File: src/rtl/blink_pkg.sv
// Shared definitions for the LED blink control path and its sequencer.
package blink_pkg;

    // Width of the rate index; the sequencer uses the same width.
    localparam int RATE_W = 2;

    // Debounce FSM states, shared by both button channels.
    typedef enum logic [1:0] {
        RELEASED,
        CHK_PRESS,
        PRESSED,
        CHK_RELEASE
    } db_state_t;

    // Step the rate index, wrapping from the fastest rate back to the slowest.
    function automatic logic [RATE_W-1:0] nextRate(input logic [RATE_W-1:0] rate);
        return rate + RATE_W'(1);
    endfunction

endpackage

File: src/rtl/btn_debounce.sv
// Two-flop synchronizer plus debounce FSM for one raw push-button.
// Emits a single-cycle press pulse once the button has been stably high long enough.
module btn_debounce
    import blink_pkg::*;
#(
    parameter int DEBOUNCE_CYCLES = 1_000_000,
    parameter int CNT_W           = 32
)
(
    input  logic clk,
    input  logic rst,
    input  logic btn_raw,
    output logic press
);

    localparam logic [CNT_W-1:0] LAST_CNT = CNT_W'(DEBOUNCE_CYCLES - 1);

    logic             r_sync1;
    logic             r_sync2;
    db_state_t        r_state;
    db_state_t        w_nextState;
    logic [CNT_W-1:0] r_dcnt;
    logic [CNT_W-1:0] w_nextDcnt;
    logic             r_press;
    logic             w_nextPress;

    // Bring the asynchronous button level into the clock domain.
    always_ff @(posedge clk or negedge rst) begin
        if (!rst) begin
            r_sync1 <= 1'b0;
            r_sync2 <= 1'b0;
        end else begin
            r_sync1 <= btn_raw;
            r_sync2 <= r_sync1;
        end
    end

    // Register the FSM state, the stability counter and the press pulse.
    always_ff @(posedge clk or negedge rst) begin
        if (!rst) begin
            r_state <= RELEASED;
            r_dcnt  <= '0;
            r_press <= 1'b0;
        end else begin
            r_state <= w_nextState;
            r_dcnt  <= w_nextDcnt;
            r_press <= w_nextPress;
        end
    end

    // Decide the next state; a press pulse only fires on the CHK_PRESS -> PRESSED step.
    always_comb begin
        w_nextState = r_state;
        w_nextDcnt  = r_dcnt;
        w_nextPress = 1'b0;
        case (r_state)
            RELEASED: begin
                if (r_sync2) begin
                    w_nextState = CHK_PRESS;
                    w_nextDcnt  = '0;
                end
            end
            CHK_PRESS: begin
                if (!r_sync2) begin
                    w_nextState = RELEASED;
                end else if (r_dcnt == LAST_CNT) begin
                    w_nextState = PRESSED;
                    w_nextPress = 1'b1;
                end else begin
                    w_nextDcnt = r_dcnt + CNT_W'(1);
                end
            end
            PRESSED: begin
                if (!r_sync2) begin
                    w_nextState = CHK_RELEASE;
                    w_nextDcnt  = '0;
                end
            end
            CHK_RELEASE: begin
                if (r_sync2) begin
                    w_nextState = PRESSED;
                end else if (r_dcnt == LAST_CNT) begin
                    w_nextState = RELEASED;
                end else begin
                    w_nextDcnt = r_dcnt + CNT_W'(1);
                end
            end
            default: begin
                w_nextState = RELEASED;
                w_nextDcnt  = '0;
            end
        endcase
    end

    assign press = r_press;

endmodule

File: src/rtl/blink_tick_ctrl.sv
// Control stage for the LED blink sequencer: debounced speed/pause buttons,
// a 2-bit rate index, a run flag and a one-cycle tick at the selected rate.
module blink_tick_ctrl
    import blink_pkg::*;
#(
    parameter int BASE_PERIOD     = 100_000_000,
    parameter int DEBOUNCE_CYCLES = 1_000_000,
    parameter int CNT_W           = 32
)
(
    input  logic              clk,
    input  logic              rst,
    input  logic              btn_speed,
    input  logic              btn_pause,
    output logic              tick,
    output logic [RATE_W-1:0] rate_idx,
    output logic              running
);

    localparam logic [CNT_W-1:0] BASE_CNT = CNT_W'(BASE_PERIOD);

    logic              w_speedPress;
    logic              w_pausePress;
    logic [CNT_W-1:0]  w_period;
    logic [CNT_W-1:0]  w_lastCnt;
    logic [RATE_W-1:0] r_rateIdx;
    logic              r_running;
    logic [CNT_W-1:0]  r_cnt;
    logic              r_tick;

    btn_debounce #(
        .DEBOUNCE_CYCLES (DEBOUNCE_CYCLES),
        .CNT_W           (CNT_W)
    ) u_speedDb (
        .clk     (clk),
        .rst     (rst),
        .btn_raw (btn_speed),
        .press   (w_speedPress)
    );

    btn_debounce #(
        .DEBOUNCE_CYCLES (DEBOUNCE_CYCLES),
        .CNT_W           (CNT_W)
    ) u_pauseDb (
        .clk     (clk),
        .rst     (rst),
        .btn_raw (btn_pause),
        .press   (w_pausePress)
    );

    // Each rate step halves the period; the terminal count is one less than the period.
    assign w_period  = BASE_CNT >> r_rateIdx;
    assign w_lastCnt = w_period - CNT_W'(1);

    // Rate index and run flag react to their own button; both may change together.
    always_ff @(posedge clk or negedge rst) begin
        if (!rst) begin
            r_rateIdx <= '0;
            r_running <= 1'b1;
        end else begin
            if (w_speedPress) begin
                r_rateIdx <= nextRate(r_rateIdx);
            end
            if (w_pausePress) begin
                r_running <= ~r_running;
            end
        end
    end

    // Period counter and tick: a rate change restarts the period, pausing freezes the count.
    always_ff @(posedge clk or negedge rst) begin
        if (!rst) begin
            r_cnt  <= '0;
            r_tick <= 1'b0;
        end else if (w_speedPress) begin
            r_cnt  <= '0;
            r_tick <= 1'b0;
        end else if (w_pausePress || !r_running) begin
            r_tick <= 1'b0;
        end else if (r_cnt == w_lastCnt) begin
            r_cnt  <= '0;
            r_tick <= 1'b1;
        end else begin
            r_cnt  <= r_cnt + CNT_W'(1);
            r_tick <= 1'b0;
        end
    end

    assign tick     = r_tick;
    assign rate_idx = r_rateIdx;
    assign running  = r_running;

endmodule

File: config.mk
export PLATFORM = sky130hd
export DESIGN_NAME = blink_tick_ctrl
export DESIGN_NICKNAME = d
export VERILOG_FILES = /design/src/rtl/blink_pkg.sv /design/src/rtl/btn_debounce.sv /design/src/rtl/blink_tick_ctrl.sv
export SDC_FILE = /design/constraint.sdc
export NUM_CORES = 1
export LEC_CHECK = 0
export ABC_AREA = 1
export BUFFER_PORTS_ARGS = -buffer_cell sky130_fd_sc_hd__clkbuf_2
export CORE_MARGIN = 2
export CORE_UTILIZATION = 30
export DETAILED_ROUTE_END_ITERATION = 12
export PLACE_DENSITY = 0.45
export SYNTH_ARGS = -nofsm -noshare
export SYNTH_HDL_FRONTEND = slang
export SYNTH_SLANG_ARGS = --single-unit
File: constraint.sdc
create_clock -name clk -period 5.2 [get_ports clk]
set_input_delay 0.26 -clock clk [delete_from_list [all_inputs] [get_ports clk]]
set_output_delay 0.26 -clock clk [all_outputs]
set_load 0.02 [all_outputs]
==> results.json <==
{
  "status": "completed",
  "yosys_warnings": 0,
  "layout.nets": 1151,
  "cp-end-kind": "flop",
  "setup_viol": 0,
  "die_y_um": 162,
  "place_inst": 1447,
  "cts_sinks": 110,
  "seqCellArea_mm2": 0.00275,
  "ys_seq_elements": 110,
  "synth.most_common_cell": "nand2_1",
  "wl_per_cell_um": 13.8,
  "vias_per_cell": 4.59,
  "dpl_cell_area_mm2": 0.00781,
  "path_clk_slew_ps": 70,
  "ys_seq_area_share_pct": 36.6,
  "min_from": "btn_pause",
  "power.total_uw": 1710,
  "hp-class": "primary input to flop",
  "cts_max_path_buffers": 2,
  "relSlewSlack_pct": 37.4,
  "fin_tns_setup_ps": 0,
  "syn_to_final_growth_pct": 8.33,
  "ctsHoldBuffers": 2,
  "r2r_start": "u_speedDb.r_state[0]",
  "grt_use_total_pct": 16.1,
  "worst_setup_path_start_kind": "flop",
  "powerDensity_mw_per_mm2": 210,
  "synth_area_mm2": 0.00752,
  "synth_common_cells": "414 x nand2_1, 151 x nor2_1, 119 x inv_1",
  "synth_cell_types": 33,
  "core-area_mm2": 0.0245,
  "start_util_pct": 30.8,
  "dr.pass1.iters": 5,
  "pin_count": 8,
  "grt_setup_unrepaired": "false",
  "synth_area_per_cell_um2": 6.61,
  "synthArstFlopShare_pct": 100,
  "worstSetupPathType": "flop to flop",
  "die_w_um": 162,
  "skew_ps": 12.8,
  "num_antenna_cells": 0,
  "antenna_found_initial": 0,
  "first_iter_violations": 418,
  "layout_setup_ws_ps": 2170,
  "fillers": 2713,
  "io_buffers": 7,
  "final_cell_area_mm2": 0.00815,
  "fin_crit_ps": 3030,
  "overflow": 0,
  "synthFlopType": "dfrtp_1",
  "worst_ep_arrival_time_ps": 3270,
  "place_hpwl_mm": 15.0,
  "grt_pass1_vias": 6565,
  "syn_inst": 1138,
  "drive_gt1_share_pct": 6.31,
  "multi_input_area_mm2": 0.00413,
  "grt_pass1_wl_mm": 33.8,
  "cts_made_buffers": 9,
  "path_max_fanout": 55,
  "htreeDepth": 3,
  "dieArea_mm2": 0.0264,
  "fp-row-count": 57,
  "worst_slew_pin_slew_ps": 939,
  "slew_violations": 0,
  "fin_crit_sh_pct": 58.2,
  "synth.largest_area_cell": "dfrtp_1",
  "wirelength_mm": 20.2,
  "max_cap_violations": 0,
  "cts-root-buf": "clkbuf_16",
  "grt_max_degree": 73,
  "max_freq_mhz": 330,
  "vdd_drop_max_v": 0.000129,
  "clock_latency_ps": 360,
  "leakage_uw": 0.00349,
  "synth_top_area_share_pct": 36.3,
  "vias": 6724,
  "synth_area_leaders": "dfrtp_1 36%, nand2_1 21%, nor2_1 7.5%",
  "synth_fp_nets": 1153,
  "crit_start": "u_speedDb.r_state[0]",
  "layoutNonFillerInstCount": 1465,
  "tritoncts": "built",
  "required_ps": 5440,
  "ant_nets": 0,
  "post-place-ws_ps": 2110,
  "synth-edff-count": 0,
  "gp_congestion": 0.862,
  "post_cts_resized": 0,
  "hold_viol": 0,
  "postCtsSetupRepairBufs": 0,
  "drcViolationCount": 0
}
==> cell families after synthesis <==
family	share of synthesized area [%]
AND/OR/NAND/NOR	41.8
flip-flops	36.6
adder cells (fa/ha/maj)	1.83
XOR/XNOR	5.47
buffers and inverters	8.55
AO/OA/AOI/OAI	5.74
==> cells in the final DEF (no fill, tap or decap), types with 5 or more instances in the layout <==
cell type  instances
o21ai_0           32
ha_1              11
dfrtp_1          109
nor3_2             5
clkbuf_2           6
inv_2              6
nand2_1          414
o21ai_1           29
nor3_1            27
xor2_1            35
clkbuf_16          9
xnor2_1           12
nor2_2            10
o21ai_2           10
nand4_1           20
nor2_1           151
nand3_1          104
inv_1            119
==> critical path, cell delays in order, from the launching register on <==
cell     delay (ps)
dfrtp_1         930
inv_2           250
nor3_1          200
nand4_1         100
nor2_1          140
nand3_1         130
nand2_2         710
inv_2           260
nand2_1         130
nand2_1          50
==> registers in the layout, indices dropped and copies added, names as in the netlist, named ones only <==
register / cells
r_cnt: 32
rate_idx: 2
running: 1
tick: 1
u_pauseDb.press: 1
u_pauseDb.r_dcnt: 32
u_pauseDb.r_state: 1
u_pauseDb.r_sync1: 1
u_pauseDb.r_sync2: 1
u_speedDb.press: 1
u_speedDb.r_dcnt: 32
u_speedDb.r_state: 1
u_speedDb.r_sync1: 1
u_speedDb.r_sync2: 1
==> per-layer routing <==
layer / part of all wire, % / GRT usage (%) / vias to the layer above
met5: 0 / 0 / -
met4: 1.6 / 4.10 / 0
met3: 3.2 / 2.78 / 21
met2: 43 / 24.9 / 84
met1: 52 / 23.4 / 3063
li1: - / - / 3556
==> layout make-up <==
class	count	share of cell area, %
tap	324	4.97
clock buffer	10	2.93
timing repair buffer	11	0.890
clock inverter	6	1.03
sequential	110	33.8
inverter	125	5.76
multi-input combinational	879	50.6
==> where the power goes <==
group	switching [uW]	internal (uW)	leakage [uW]
Combinational	46.7	12.1	0.00182
Clock	345	436	0.000163
Sequential	11.9	862	0.00152
Total	403	1310	0.00349
==> through the flow <==
step,hold slack (ps),utilization [%]
after floorplan,-35.6,-
after global placement,296,31.9
after detailed placement,305,31.9
after CTS,56.2,33.3
after global routing,68.6,33.3
final,68.4,33.3
==> worst paths after layout <==
kind                                   endpoint  slack, ps  depth (start not counted)
hold / removal                u_pauseDb.r_sync1         70                          1
min in group asynchronous             r_cnt[29]        430                          2
max in group asynchronous  u_speedDb.r_dcnt[26]       3410                          3
setup / recovery            u_speedDb.r_dcnt[7]       2170                          9
setup reg to reg            u_speedDb.r_dcnt[7]       2170                          9
hold reg to reg               u_pauseDb.r_sync2        350                          0
No activity file was read; power rests on OpenSTA's default activity.
